==> src/rtl/mem_pkg.sv <==
// Shared types for the memAction-to-RAM read-modify-write bridge:
// request layout, controller states and word geometry.
package mem_pkg;

    localparam int WORD_BYTES = 32'sd8;

    typedef struct packed {
        logic                    wren;
        logic [WORD_BYTES-1:0]   mask;
        logic [63:0]             addr;
        logic [63:0]             data;
    } mem_req_t;

    typedef enum logic [2:0] {
        IDLE  = 3'd0,
        READ  = 3'd1,
        MERGE = 3'd2,
        WRITE = 3'd3,
        RESP  = 3'd4
    } state_t;

    // Word accesses only; any set low address bit is a misaligned request.
    function automatic logic word_aligned(input logic [63:0] addr);
        return (addr[2:0] == 3'b000);
    endfunction

endpackage

==> src/rtl/byte_merge.sv <==
// Combinational byte lane merge: each set mask bit takes the new byte,
// each clear bit keeps the old byte.
module byte_merge
    import mem_pkg::*;
(
    input  logic [63:0] old_i,
    input  logic [63:0] new_i,
    input  logic [7:0]  mask_i,
    output logic [63:0] merged_o
);

    // Per-lane select between stored and incoming byte.
    always_comb begin
        merged_o = old_i;
        for (int i = 0; i < WORD_BYTES; i++) begin
            if (mask_i[i]) begin
                merged_o[8*i +: 8] = new_i[8*i +: 8];
            end else begin
                merged_o[8*i +: 8] = old_i[8*i +: 8];
            end
        end
    end

endmodule

==> src/rtl/mem_rmw_bridge_chk.sv <==
// Protocol properties of the bridge outputs: RAM strobes exclusive, idle
// address parked at zero, response held stable while back-pressured.
module mem_rmw_bridge_chk (
    input logic        clk,
    input logic        reset,
    input logic        ram_rden,
    input logic        ram_wren,
    input logic [63:0] ram_addr,
    input logic        resp_valid,
    input logic        resp_ready,
    input logic [63:0] resp_data,
    input logic        resp_err
);

    logic        hold_q;
    logic [63:0] data_q;
    logic        err_q;

    // Remember the response presented in a cycle that did not complete.
    always_ff @(posedge clk) begin
        if (reset) begin
            hold_q <= 1'b0;
            data_q <= 64'h0;
            err_q  <= 1'b0;
        end else begin
            hold_q <= resp_valid && !resp_ready;
            data_q <= resp_data;
            err_q  <= resp_err;
        end
    end

    a_strobe_excl: assert property (@(posedge clk) !(ram_rden && ram_wren));
    a_addr_parked: assert property (@(posedge clk) (ram_rden || ram_wren || (ram_addr == 64'h0)));
    a_resp_stable: assert property (@(posedge clk) disable iff (reset)
        hold_q |-> (resp_valid && (resp_data == data_q) && (resp_err == err_q)));

endmodule

==> src/rtl/mem_rmw_bridge.sv <==
// Bridge from the processor memAction port (byte-masked word requests) to a
// full-word RAM port, doing read-modify-write for partial stores.
module mem_rmw_bridge
    import mem_pkg::*;
(
    input  logic         CLK,
    input  logic         RESET,
    input  logic         req_valid,
    output logic         req_ready,
    input  logic [136:0] req,
    output logic         resp_valid,
    input  logic         resp_ready,
    output logic [63:0]  resp_data,
    output logic         resp_err,
    output logic [63:0]  ram_addr,
    output logic         ram_rden,
    output logic         ram_wren,
    output logic [63:0]  ram_wdata,
    input  logic [63:0]  ram_rdata,
    input  logic         ram_exception
);

    state_t      state_q;
    mem_req_t    req_q;
    mem_req_t    req_s;
    logic [63:0] word_q;
    logic [63:0] merged_s;
    logic [63:0] resp_data_q;
    logic        resp_err_q;
    logic        req_ready_q;
    logic        resp_valid_q;
    logic        ram_rden_q;
    logic        ram_wren_q;
    logic [63:0] ram_addr_q;
    logic [63:0] ram_wdata_q;

    assign req_s = mem_req_t'(req);

    byte_merge u_merge (
        .old_i    (ram_rdata),
        .new_i    (req_q.data),
        .mask_i   (req_q.mask),
        .merged_o (merged_s)
    );

    // Controller: every output flop is loaded with its value for the state being entered.
    always_ff @(posedge CLK) begin
        if (RESET) begin
            state_q      <= IDLE;
            req_q        <= '0;
            word_q       <= 64'h0;
            resp_data_q  <= 64'h0;
            resp_err_q   <= 1'b0;
            req_ready_q  <= 1'b1;
            resp_valid_q <= 1'b0;
            ram_rden_q   <= 1'b0;
            ram_wren_q   <= 1'b0;
            ram_addr_q   <= 64'h0;
            ram_wdata_q  <= 64'h0;
        end else begin
            case (state_q)
                IDLE: begin
                    if (req_valid && req_ready_q) begin
                        req_q       <= req_s;
                        req_ready_q <= 1'b0;
                        resp_data_q <= 64'h0;
                        if (!word_aligned(req_s.addr)) begin
                            resp_err_q   <= 1'b1;
                            resp_valid_q <= 1'b1;
                            state_q      <= RESP;
                        end else if (req_s.wren && (req_s.mask == 8'h00)) begin
                            resp_err_q   <= 1'b0;
                            resp_valid_q <= 1'b1;
                            state_q      <= RESP;
                        end else if (req_s.wren && (req_s.mask == 8'hFF)) begin
                            // Whole-word store needs no read of the old contents.
                            resp_err_q  <= 1'b0;
                            word_q      <= req_s.data;
                            ram_wren_q  <= 1'b1;
                            ram_addr_q  <= req_s.addr;
                            ram_wdata_q <= req_s.data;
                            state_q     <= WRITE;
                        end else begin
                            resp_err_q <= 1'b0;
                            ram_rden_q <= 1'b1;
                            ram_addr_q <= req_s.addr;
                            state_q    <= READ;
                        end
                    end
                end
                READ: begin
                    ram_rden_q <= 1'b0;
                    ram_addr_q <= 64'h0;
                    state_q    <= MERGE;
                end
                MERGE: begin
                    if (ram_exception) begin
                        resp_err_q   <= 1'b1;
                        resp_data_q  <= 64'h0;
                        resp_valid_q <= 1'b1;
                        state_q      <= RESP;
                    end else if (!req_q.wren) begin
                        resp_err_q   <= 1'b0;
                        resp_data_q  <= ram_rdata;
                        resp_valid_q <= 1'b1;
                        state_q      <= RESP;
                    end else begin
                        // Partial store answers with the word as it was before the store.
                        resp_err_q  <= 1'b0;
                        resp_data_q <= ram_rdata;
                        word_q      <= merged_s;
                        ram_wren_q  <= 1'b1;
                        ram_addr_q  <= req_q.addr;
                        ram_wdata_q <= merged_s;
                        state_q     <= WRITE;
                    end
                end
                WRITE: begin
                    ram_wren_q   <= 1'b0;
                    ram_addr_q   <= 64'h0;
                    ram_wdata_q  <= 64'h0;
                    resp_valid_q <= 1'b1;
                    state_q      <= RESP;
                end
                RESP: begin
                    if (resp_ready) begin
                        resp_valid_q <= 1'b0;
                        req_ready_q  <= 1'b1;
                        state_q      <= IDLE;
                    end
                end
                default: begin
                    state_q      <= IDLE;
                    req_ready_q  <= 1'b1;
                    resp_valid_q <= 1'b0;
                    ram_rden_q   <= 1'b0;
                    ram_wren_q   <= 1'b0;
                    ram_addr_q   <= 64'h0;
                    ram_wdata_q  <= 64'h0;
                end
            endcase
        end
    end

    assign req_ready  = req_ready_q;
    assign resp_valid = resp_valid_q;
    assign resp_data  = resp_data_q;
    assign resp_err   = resp_err_q;
    assign ram_rden   = ram_rden_q;
    assign ram_wren   = ram_wren_q;
    assign ram_addr   = ram_addr_q;
    assign ram_wdata  = ram_wdata_q;

    mem_rmw_bridge_chk u_chk (
        .clk        (CLK),
        .reset      (RESET),
        .ram_rden   (ram_rden),
        .ram_wren   (ram_wren),
        .ram_addr   (ram_addr),
        .resp_valid (resp_valid),
        .resp_ready (resp_ready),
        .resp_data  (resp_data),
        .resp_err   (resp_err)
    );

endmodule

==> config.mk <==
export PLATFORM = sky130hd
export DESIGN_NAME = mem_rmw_bridge
export DESIGN_NICKNAME = d
export VERILOG_FILES = /design/src/rtl/mem_pkg.sv /design/src/rtl/byte_merge.sv /design/src/rtl/mem_rmw_bridge_chk.sv /design/src/rtl/mem_rmw_bridge.sv
export SDC_FILE = /design/constraint.sdc
export NUM_CORES = 1
export LEC_CHECK = 0
export BUFFER_PORTS_ARGS = -buffer_cell sky130_fd_sc_hd__buf_2
export CAP_MARGIN = 20
export CORE_MARGIN = 2
export CORE_UTILIZATION = 40
export CTS_BUF_LIST = sky130_fd_sc_hd__clkbuf_8
export DETAILED_ROUTE_END_ITERATION = 10
export PLACE_DENSITY = 0.6
export SLEW_MARGIN = 20
export SYNTH_ARGS = -nofsm -noshare
export SYNTH_HDL_FRONTEND = slang
export SYNTH_SLANG_ARGS = --single-unit
==> constraint.sdc <==
create_clock -name CLK -period 4.55 [get_ports CLK]
set_clock_uncertainty 0.1 [all_clocks]
set_input_delay 0.2275 -clock CLK [delete_from_list [all_inputs] [get_ports CLK]]
set_output_delay 0.2275 -clock CLK [all_outputs]
set_load 0.01 [all_outputs]
# == After elaboration in Yosys (flattened, before gate mapping) ==
# Index checks and enable logic that the tools add are counted.
# op_classes
eq_ne,15
n_mux,58
bitwise,5
n_reduce_logical,18
# ops
op,count
$mux W64,13
$pmux W64 S3,2
$pmux W64 S2,1
$mux W8,8
$mux W1,21
$mux W3,6
$ne A2 B2 Y1 const B,8
$pmux W3 S5,1
$reduce_and A5 Y1,2
$eq A8 B8 Y1 const B,1
$logic_not A8 Y1,1
$reduce_and A7 Y1,1
$eq A3 B2 Y1 const B,2
$logic_not A3 Y1,2
$ne A3 B3 Y1 const B,2
$pmux W1 S3,2
$reduce_and A2 Y1,3
$reduce_and A6 Y1,1
$reduce_or A3 Y1,2
$not A1 Y1,5
$pmux W1 S5,1
$pmux W1 S2,2
$eq A3 B1 Y1 const B,1
$eq A3 B3 Y1 const B,1
other kinds (5),7
# word_totals
register_bits,337
inputBits,206
output_inout_bits,197
word_cells,109

# == Logic depth before layout (Yosys ltp) ==
# Gate-level depths: netlist of run 1.
# logic_depth
word_depth,7
ltp_mapped,8
mapped_depth_nobuf,5

# == Modules after synthesis ==
# Synthesis of run 1 repeated with hierarchy kept, for this count alone.
# hier_totals
hier_cells,1660
hier_area_um2,15232.1
# modules_own_cells
module,n_inst,cells_per_inst,area_each_um2,seq_area_each_um2
mem_rmw_bridge,1,1588,14181.1,6746.5
byte_merge,1,72,1051.0,0.0

# == Worst setup path before layout of run 1 ==
# No wires, ideal clock.
# synth_path
path_kind,input-to-reg
from,input port req[132]
to,"register ram_wdata_q[10], in the netlist ram_wdata[10]"
setup_ps,72
t_arrival_ps,1694
required_time_ps,4378
setup_slack_ps,2685
path_stages,7
path_buffers,2
path_cell_list,nand4_1 or3_4 o41a_1 a21oi_2 buf_12 buf_12 mux2i_1
# synth_via
elab_chain_len,4
elab_cells_between_ends,7
cone_classes,eq/ne: 3; reduce/logical: 4
# synth_rtl
element,line,source
"start, declared",mem_rmw_bridge.sv:10,"input logic [136:0] req,"
$eq A8 B8 Y1 or $logic_not A8 Y1 (tied branches),"mem_rmw_bridge.sv:75, mem_rmw_bridge.sv:71",
$logic_and A1 B1 Y1 (on tied branches),"mem_rmw_bridge.sv:75, mem_rmw_bridge.sv:71",
$ne A2 B2 Y1 (no source line),-,
$reduce_and A7 Y1 (no source line) *,-,
"end signal, assigned",mem_rmw_bridge.sv:81,ram_wdata_q <= req_s.data;
"end signal, assigned",mem_rmw_bridge.sv:114,ram_wdata_q <= merged_s;
"end, declared",mem_rmw_bridge.sv:35,logic [63:0] ram_wdata_q;
# Mark *: on every way between the ends. The rest lies on a longest branch, timed or not.
# A chain may end at the register's enable or synchronous reset.

# == Worst setup path after layout of run 1 ==
# layout_path
from,register state_q[1]
to,"register resp_data_q[16], in the netlist resp_data[16]"
# layout_via
elab_chain_len,3
elab_cells_between_ends,6
cone_classes,eq/ne: 2; mux: 1; reduce/logical: 3
# layout_rtl
element,line,source
"start, declared",mem_rmw_bridge.sv:23,state_t state_q;
"start signal, assigned",mem_rmw_bridge.sv:49,state_q <= IDLE;
"start signal, assigned",mem_rmw_bridge.sv:70,state_q <= RESP;
"start signal, assigned",mem_rmw_bridge.sv:74,state_q <= RESP;
$eq A3 B2 Y1 or $logic_not A3 Y1 (tied branches),-,
$reduce_bool A2 Y1 (no source line) or $ne A2 B2 Y1 (tied branches),-,
$reduce_and A2 Y1 (no source line),-,
"end signal, assigned",mem_rmw_bridge.sv:104,resp_data_q <= ram_rdata;
"end signal, assigned",mem_rmw_bridge.sv:110,resp_data_q <= ram_rdata;
"end, declared",mem_rmw_bridge.sv:28,logic [63:0] resp_data_q;
# Several ways; a longest one is shown, not always the timed one.

==> impl_metrics.env, run 1 <==
export IMPL_ys_types=36
export IMPL_seqPwrFrac_pct=46.4
export IMPL_clockBufferDepth=3
export IMPL_drive_gt1_share_pct=25.1
export IMPL_hold_ws_ns=0.0505
export IMPL_mostFrequentLayoutCells="409 x nand2_1, 401 x buf_2, 336 x dfxtp_1, 241 x dlygate4sd3_1, 192 x mux2i_1"
export IMPL_setup_tns_ns=0
export IMPL_syn_area_mm2=0.0147
export IMPL_htree_num_levels=2
export IMPL_die_y_um=195
export IMPL_ant_nets=0
export IMPL_num_vias=13900
export IMPL_p_int_mw=5.02
export IMPL_wl_mm=46.6
export IMPL_fin_crit_sh_pct=72.4
export IMPL_layout_commonest_cell="nand2_1"
export IMPL_via_per_inst=5.05
export IMPL_p_switching_mw=1.80
export IMPL_leakage_nw=8.34
export IMPL_worstPathRequired_ns=5.01
export IMPL_synthCells=1659
export IMPL_cap_violations=0
export IMPL_swShare_pct=26.4
export IMPL_holdCritPathClass="in2reg"
export IMPL_gp_congestion=0.783
export IMPL_fin_crit_ns=3.30
export IMPL_start_kind="flop"
export IMPL_seq_area_frac_synth_pct=46.0
export IMPL_initial_core_util_pct=40.3
export IMPL_clock_root_buffer="clkbuf_8"
export IMPL_pwr_share_comb_pct=13.7
export IMPL_coreArea_mm2=0.0363
export IMPL_final_max_slew_violation_count=0
export IMPL_seqCellArea_mm2=0.00675
export IMPL_worst_pin_slew_ns=1.03
export IMPL_boundaryPins=403
export IMPL_cp_max_fo=79
export IMPL_outcome="completed"
export IMPL_clkPwrFrac_pct=39.9
export IMPL_maxSlewHeadroom_pct=31.1
export IMPL_clkSinkCount=337
export IMPL_io_buffers=402
export IMPL_ff2ff_setup_slack_ns=1.25
export IMPL_hold_viol=0
export IMPL_end_kind="flop"
export IMPL_ys_seq_elements=337
export IMPL_cp_arrival_ns=3.76
export IMPL_setup_viol=0
export IMPL_yosys_warnings=0
export IMPL_die_w_um=195
export IMPL_grt_antenna_before_repair=3
export IMPL_finalPower_mw=6.82
export IMPL_wl_per_cell_um=17.0
export IMPL_clock_latency_ns=0.63
export IMPL_drt_pass1_iter_count=5
export IMPL_multi_input_area_mm2=0.00727
export IMPL_avgSynthCellArea_um2=8.84
export IMPL_powerDensity_mw_per_mm2=336
export IMPL_overflow=0
export IMPL_cts_made_buffers=57
export IMPL_syn_num_nets=1865
export IMPL_fillers=3234
export IMPL_drt_iter0_markers=593
export IMPL_dieArea_mm2=0.0382
export IMPL_ir_drop_uv=258
export IMPL_fmax_ghz=0.303
export IMPL_groute_usage_overall_pct=23.7
export IMPL_cts_resized=0
export IMPL_grt_pass1_wl_mm=73.4
export IMPL_cts_clk_slew_worst_paths_ns=0.06
export IMPL_crit_type="reg2reg"
export IMPL_rsz0062_at_grt="false"
export IMPL_area_growth_pct=38.7
export IMPL_std_cell_rows=70
export IMPL_drc=0
export IMPL_grt_max_degree=183
export IMPL_cts_setup_buffers=0
export IMPL_hpwlAfterDp_mm=28.1
export IMPL_nets=2440
export IMPL_grt_pass1_vias=13700
export IMPL_cts_tree="yes"
[what timing repair did]
| action | 4_1_cts | 5_1_grt |
|---|---|---|
| setup endpoints to repair | 0 | 0 |
| hold buffers | 241 | 0 |
| endpoints found under the hold margin | 336 | 0 |
[critical path, stage by stage (launching register included)]
cell and delay, ns:
dfxtp_4 0.37, buf_4 0.62, nand2_1 0.24, nor2_4 0.48, buf_4 0.55, a22oi_1 0.17, nor2_1 0.11, dlygate4sd3_1 0.56
[power by group through the flow]
stage                     Sequential (mW)  Clock (mW)  Combinational, mW
after CTS                            3.17        2.81              0.941
after detailed placement             3.23           0              0.777
after global routing                 3.18        2.93               1.02
after floorplan                      3.21           0              0.478
after global placement               3.22           0              0.765
final                                3.17        2.72              0.934
[kinds of logic after synthesis]
family | synth area share [%]
compound gates | 12.3
buf+inv | 4.70
flops | 46.0
mux | 18.0
simple gates | 19.0
[synthesized netlist by cell type, drive strengths merged]
library cell  instances  area, um2
nor4b                 1       8.76
buf                  54        359
nand3b                2       15.0
and3                  1       6.26
nor4                  2       12.5
and2                  1       6.26
a21oi               147        739
o221ai                1       8.76
nand3                 4       20.0
or3                   2       17.5
o21bai                1       7.51
mux2                 64        721
nand2               411       1550
o32ai                 1       8.76
nor3                  3       15.0
clkbuf               88        330
nand4b                1       8.76
o41a                  1       11.3
o21a                  1       7.51
a21boi                1       11.3
a22oi                64        480
a21bo                 1       10.0
nor3b                 1       7.51
nand4                 2       12.5
mux2i               192       1920
nor2                 76        285
nand2b              131        820
o41ai                 1       8.76
o21ba                 1       10.0
o211ai               66        495
dfxtp               337       6750
[stage by stage]
step	setup WS (ns)	cell area [um2]	util [%]	instances
after floorplan	2.68	14700	-	1659
after global placement	1.83	16800	46.2	2402
after detailed placement	1.69	16800	46.2	2402
after CTS	1.22	20300	55.9	2740
after global routing	0.979	20300	55.9	2742
final	1.25	20300	55.9	2743
[metal layers]
layer	GRT usage, %	vias to the layer above	wire length (um)
li1	-	6792	-
met1	29.5	6520	20400
met2	39.1	432	21800
met3	5.44	108	2760
met4	10.3	2	1620
met5	0	-	11
[path summary, 6_finish.rpt]
kind         startpoint       endpoint  cells after the start
min reg2reg    req_q[1]       req_q[1]                      2
max          state_q[1]  resp_data[16]                      7
max reg2reg  state_q[1]  resp_data[16]                      7
min               RESET  ram_wdata[11]                      3
[layout make-up]
class,count,area share [%]
clock buffer,67,4.54
timing repair buffer,658,22.6
multi-input combinational,1180,35.8
sequential,337,33.2
tap,468,2.88
antenna,3,0.0369
clock inverter,30,0.997
[state kept, by name, summed over array words and instances (netlist names)]
register	cells
req_ready	1
ram_addr	64
resp_err	1
ram_wdata	64
req_q	137
resp_data	64
ram_rden	1
ram_wren	1
state_q	3
resp_valid	1
Note: power is estimated with default switching activity, not from simulation.
==> inputs of run 2 (changes only) <==
- clock period: 4.55 -> 3.28 ns (I/O delays scaled with it)
==> run 2 against run 1 <==
  * Sequential power increased by 38%
  * Final cell count down 0.18%
  * Worst hold slack gained 0.18 ns
  * Core utilization barely moved
  * Critical path depth fell by 2
  * First-iteration DRC count is 13% higher
  * Count of clock-buffer cells in the layout is 9 higher
  * Register-to-register slack got worse by 0.79 ns
  * Die area is the same
  * Cell area about the same
  * Via count is 0.24% lower
  * Critical endpoint is now ram_addr[43]
  * Largest power group unchanged
==> impl_metrics.env, run 2 (synthesized netlist as in run 1, its figures left out) <==
export IMPL_outcome="completed"
export IMPL_hold_start="ram_rdata[18]"
export IMPL_p_int_mw=6.94
export IMPL_grt_max_degree=173
export IMPL_clkPwrFrac_pct=39.7
export IMPL_ant_nets=0
export IMPL_via_per_inst=5.05
export IMPL_htree_num_levels=2
export IMPL_swShare_pct=26.6
export IMPL_clock_root_buffer="clkbuf_8"
export IMPL_cap_violations=0
export IMPL_ff2ff_setup_slack_ns=0.47
export IMPL_ir_drop_uv=310
export IMPL_hold_viol=0
export IMPL_rsz0062_at_grt="false"
export IMPL_maxSlewHeadroom_pct=42.9
export IMPL_clockBufferDepth=3
export IMPL_grt_pass1_wl_mm=73.9
export IMPL_timing_rr_end="ram_addr[43]"
export IMPL_drt_pass1_iter_count=4
export IMPL_area_growth_pct=38.6
export IMPL_wl_per_cell_um=17.0
export IMPL_setup_tns_ns=0
export IMPL_fin_crit_sh_pct=85.8
export IMPL_cp_arrival_ns=3.20
export IMPL_fin_cells=2738
export IMPL_end_kind="flop"
export IMPL_timing_rr_start="state_q[1]"
export IMPL_drc=0
export IMPL_powerDensity_mw_per_mm2=466
export IMPL_hold_end="resp_data[18]"
export IMPL_nets=2435
export IMPL_clock_latency_ns=0.64
export IMPL_dp_cells=2407
export IMPL_fillers=3203
export IMPL_gp_congestion=0.778
export IMPL_drt_iter0_markers=672
export IMPL_coreArea_mm2=0.0363
export IMPL_fmax_ghz=0.355
export IMPL_seqPwrFrac_pct=46.4
export IMPL_start_kind="flop"
export IMPL_pwr_share_comb_pct=13.9
export IMPL_seqCellArea_mm2=0.00675
export IMPL_drive_gt1_share_pct=25.5
export IMPL_io_buffers=402
export IMPL_worstPathCellList="buf_4, buf_4, mux2_2, nand2_1, mux2i_1"
export IMPL_cts_tree="yes"
export IMPL_groute_usage_overall_pct=23.8
export IMPL_final_max_slew_violation_count=0
export IMPL_cp_max_fo=66
export IMPL_p_switching_mw=2.52
export IMPL_die_w_um=195
export IMPL_mostFrequentLayoutCells="409 x nand2_1, 401 x buf_2, 336 x dfxtp_1, 229 x dlygate4sd3_1, 192 x mux2i_1"
export IMPL_holdCritPathClass="in2reg"
export IMPL_die_y_um=195
export IMPL_grt_pass1_vias=14000
export IMPL_setup_viol=0
export IMPL_largest_register_ffs=137
export IMPL_boundaryPins=403
export IMPL_clkSinkCount=337
export IMPL_cts_clk_slew_worst_paths_ns=0.06
export IMPL_worst_pin_slew_ns=0.857
export IMPL_std_cell_rows=70
export IMPL_timing_critical_path_mode_cell="buf_4"
export IMPL_cp_slowest_cell="dfxtp_4"
export IMPL_num_vias=13800
export IMPL_fin_crit_ns=2.81
export IMPL_wl_mm=46.5
export IMPL_overflow=0
export IMPL_multi_input_area_mm2=0.00727
export IMPL_dieArea_mm2=0.0382
export IMPL_worstPathRequired_ns=3.66
export IMPL_layout_commonest_cell="nand2_1"
export IMPL_leakage_nw=8.32
export IMPL_initial_core_util_pct=40.3
export IMPL_crit_type="reg2reg"
export IMPL_grt_antenna_before_repair=1
export IMPL_hpwlAfterDp_mm=27.9
export IMPL_hold_depth=4
export IMPL_cts_made_buffers=58
export IMPL_slowest_delay_ns=0.71
export IMPL_r2r_cells=5
export IMPL_top_register="req_q"
[run 2: cell types whose count changed in the layout (fill, tap and decap cells not counted), moves of 2 or more]
cell           before  now
buf_12              3    7
bufinv_16           3    0
clkbuf_8           67   76
clkinv_2            6    1
diode_2             3    1
dlygate4sd3_1     241  229
inv_1              20   22
[run 2: power by group through the flow]
stage / registers [mW] / logic [mW] / clock network (mW)
after floorplan: 4.46 / 0.663 / 0
after global placement: 4.47 / 1.09 / 0
after global routing: 4.41 / 1.44 / 4.04
final: 4.39 / 1.32 / 3.76
after detailed placement: 4.47 / 1.10 / 0
after CTS: 4.39 / 1.32 / 3.86
[run 2: stage by stage]
step                instance area (um2)  hold WS [ns]  util, %  setup WS, ns  total power [mW]
floorplan                         14700         0.200        -          1.44              5.12
global placement                  16900         0.314     46.4         0.536              5.55
detailed placement                16900         0.320     46.4         0.476              5.57
CTS                               20300         0.169     55.9        0.0184              9.57
global route                      20300         0.218     55.9         0.281              9.89
finish                            20300         0.227     55.9         0.466              9.46
[run 2: layout make-up]
cell class / count / share of cell area [%]
well taps: 468 / 2.88
diodes: 1 / 0.0123
multi-input cells: 1180 / 35.8
repair buffers: 652 / 22.5
clock inverters: 24 / 0.468
flip-flops and latches: 337 / 33.2
clock buffers: 76 / 5.15
[run 2: worst max path at each step]
stage / from / endpoint / slack, ns
6_report: state_q[1] / ram_addr[43] / 0.47
5_1_grt: state_q[1] / ram_wdata[25] / 0.28
4_1_cts: state_q[1] / resp_data[15] / 0.02
3_5_place_dp: state_q[1] / ram_wdata[19] / 0.48
3_3_place_gp: state_q[1] / ram_addr[43] / 0.54
2_1_floorplan: state_q[0] / resp_data[33] / 1.44
[run 2: worst max-delay path: cells and delay by family (launching register included)]
kind	cells	cell delay, ns
flip-flops	1	0.71
multiplexers	2	0.48
AND/OR/NAND/NOR	1	0.07
buffers and inverters	2	1.24
[run 2: routing by layer]
metal | up-vias | GRT usage, % | share of wire, %
met4 | 0 | 9.87 | 3.2
met3 | 99 | 5.77 | 6.3
met2 | 412 | 40.0 | 47
li1 | 6776 | - | -
met5 | - | 0 | 0
met1 | 6534 | 29.3 | 43
[run 2: timing repair]
item	4_1_cts	5_1_grt
gates resized for setup	0	1
setup buffers	0	1
endpoints found under the hold margin	336	0
endpoints found under the setup margin	0	5
hold buffers	229	0
==> inputs of run 3 (changes only) <==
- ABC_AREA: default -> 1
- CORE_ASPECT_RATIO: default -> 0.8
- SLEW_MARGIN: 20 -> default
==> run 3 against run 2 <==
  * Sequential share of layout area increased by 0.93 points
  * Largest power group unchanged
  * Critical path type unchanged
  * Non-clock buffer count is 11 lower
  * Fmax decreased by 8.3%
  * Wire length increased by 4.5%
==> impl_metrics.env, run 3 <==
export IMPL_outcome="completed"
export IMPL_io_buffers=402
export IMPL_drt_pass1_iter_count=7
export IMPL_slowest_delay_ns=0.59
export IMPL_hpwlAfterDp_mm=30.1
export IMPL_std_cell_rows=61
export IMPL_synth_most_common_cell="nand2_1"
export IMPL_hold_viol=0
export IMPL_setup_viol=0
export IMPL_finalPower_mw=10.3
export IMPL_fillers=3376
export IMPL_cts_tree="yes"
export IMPL_drc=0
export IMPL_die_y_um=173
export IMPL_layout_commonest_cell="nand2_1"
export IMPL_overflow=0
export IMPL_initial_core_util_pct=40.9
export IMPL_boundaryPins=403
export IMPL_worstPathCellList="nor2_4, nand2_4, inv_1, nor2_4, buf_4, nand2_1, a21oi_1, dlygate4sd3_1"
export IMPL_ant_nets=0
export IMPL_synthCells=2062
export IMPL_top_register="req_q"
export IMPL_gp_congestion=0.793
export IMPL_htree_num_levels=2
export IMPL_dieArea_mm2=0.0372
export IMPL_yosys_warnings=0
export IMPL_synth_top_cells_by_count="612 x nand2_1, 337 x dfxtp_1, 268 x a21oi_1, 229 x nor2_1, 149 x o21ai_0"
export IMPL_clock_root_buffer="clkbuf_8"
export IMPL_clock_latency_ns=0.60
export IMPL_r2r_cells=8
export IMPL_synth_top_area_share_pct=47.2
export IMPL_end_kind="flop"
export IMPL_synth_edff_count=0
export IMPL_ir_drop_uv=266
export IMPL_die_w_um=215
export IMPL_grt_pass1_vias=15100
export IMPL_largest_register_ffs=137
export IMPL_mostFrequentLayoutCells="610 x nand2_1, 401 x buf_2, 337 x dfxtp_1, 268 x a21oi_1, 227 x nor2_1"
export IMPL_fin_crit_ns=3.07
export IMPL_avgSynthCellArea_um2=6.93
export IMPL_wl_per_cell_um=15.6
export IMPL_maxSlewHeadroom_pct=29.1
export IMPL_worst_pin_slew_ns=1.06
export IMPL_yosysTopAreaCell="dfxtp_1"
export IMPL_ys_seq_elements=337
export IMPL_ys_types=26
export IMPL_worstPathRequired_ns=3.72
export IMPL_nets=2814
export IMPL_cap_violations=0
export IMPL_hold_depth=7
export IMPL_cts_clk_slew_worst_paths_ns=0.06
export IMPL_fin_crit_sh_pct=93.6
export IMPL_num_vias=15500
export IMPL_grt_max_degree=159
export IMPL_grt_antenna_before_repair=6
export IMPL_area_growth_pct=38.3
export IMPL_groute_usage_overall_pct=25.3
export IMPL_clkSinkCount=337
export IMPL_synth_ff_type="dfxtp_1"
export IMPL_final_max_slew_violation_count=0
export IMPL_cp_slowest_cell="buf_4"
export IMPL_wl_mm=48.6
export IMPL_async_flop_share_pct=0
export IMPL_syn_area_mm2=0.0143
export IMPL_clockBufferDepth=3
export IMPL_rsz0062_at_grt="false"
export IMPL_synth_area_leaders="dfxtp_1 47%, nand2_1 16%, a21oi_1 9.4%, nor2_1 6.0%, o21ai_0 5.2%"
export IMPL_cp_max_fo=65
export IMPL_timing_critical_path_mode_cell="nor2_4"
export IMPL_setup_tns_ns=0
export IMPL_via_per_inst=4.95
export IMPL_seq_area_frac_synth_pct=47.2
export IMPL_syn_num_nets=2268
export IMPL_coreArea_mm2=0.0350
export IMPL_start_kind="flop"
export IMPL_drt_iter0_markers=1141
export IMPL_powerDensity_mw_per_mm2=520
export IMPL_crit_type="reg2reg"
export IMPL_holdCritPathClass="in2reg"
export IMPL_cts_made_buffers=56
export IMPL_drive_gt1_share_pct=19.4
export IMPL_leakage_nw=9.23
export IMPL_grt_pass1_wl_mm=78.1
export IMPL_fmax_ghz=0.326
export IMPL_cp_arrival_ns=3.51
-- run 3: cell types whose count changed after synthesis, sizes merged, moves of 72 or more --
| cell | previous run | this run |
|---|---|---|
| nand2 | 411 | 614 |
| o21ai | 0 | 151 |
| nand3 | 4 | 76 |
| nand2b | 131 | 0 |
| a21oi | 147 | 268 |
| mux2i | 192 | 1 |
| inv | 0 | 148 |
| nor2 | 76 | 232 |
-- run 3: worst max-delay path: cells and delay by family (launching register included) --
family                 cells  cell delay [ns]
AOI/OAI and AO/OA          1             0.15
buffers and inverters      3             1.46
DFF                        1             0.47
and+or+nand+nor            4             0.79
-- run 3: cell type report --
type | instances | area [um2] | share of cell area [%]
flip-flops and latches | 337 | 6750 | 34.2
multi-input cells | 1419 | 6330 | 32.0
repair buffers | 641 | 4420 | 22.4
clock buffers | 67 | 922 | 4.67
well taps | 472 | 591 | 2.99
inverters | 153 | 584 | 2.96
clock inverters | 28 | 144 | 0.728
diodes | 6 | 15.0 | 0.0760
-- run 3: power by group --
group | internal, mW | total (mW) | switching [mW]
clock | 1.91 | 3.58 | 1.68
combinational | 0.783 | 2.09 | 1.31
sequential | 4.41 | 4.60 | 0.186
total | 7.11 | 10.3 | 3.17
-- run 3: cell families after synthesis --
logic type             after synthesis  share of synthesized area, %
and+or+nand+nor                    928                          25.3
AOI/OAI and AO/OA                  490                          18.6
DFF                                337                          47.2
buffers and inverters              306                          8.75
muxes                                1                        0.0701
-- run 3: per-layer routing --
layer	wire length [um]	vias to the layer above	global-route usage (%)
met3	3460	91	5.19
met5	0	-	0
met4	1330	0	8.65
li1	-	7698	-
met2	22200	566	41.7
met1	21600	7115	33.1
-- run 3: metrics by stage --
| step | setup slack, ns | utilization, % | hold WS (ns) | cells | cell area (um2) |
|---|---|---|---|---|---|
| finish | 0.212 | 56.5 | 0.199 | 3123 | 19800 |
| global route | 0.0317 | 56.5 | 0.222 | 3122 | 19700 |
| CTS | 0.230 | 56.5 | 0.109 | 3117 | 19700 |
| detailed placement | 0.750 | 47.1 | 0.327 | 2803 | 16500 |
| global placement | 0.819 | 47.1 | 0.325 | 2803 | 16500 |
| floorplan | 1.67 | - | 0.199 | 2062 | 14300 |
-- run 3: worst paths after layout --
| path | from | endpoint | slack (ns) |
|---|---|---|---|
| setup / recovery | state_q[2] | resp_data[62] | 0.21 |
| hold / removal | req_valid | resp_valid | 0.20 |
| setup reg to reg | state_q[2] | resp_data[62] | 0.21 |
| hold reg to reg | req_q[94] | req_q[94] | 0.34 |
-- run 3: what timing repair did --
item / CTS / global route
endpoints found under the hold margin: 336 / 0
hold buffers: 219 / 0
gates resized for setup: 0 / 0
buffers inserted: 0 / 0
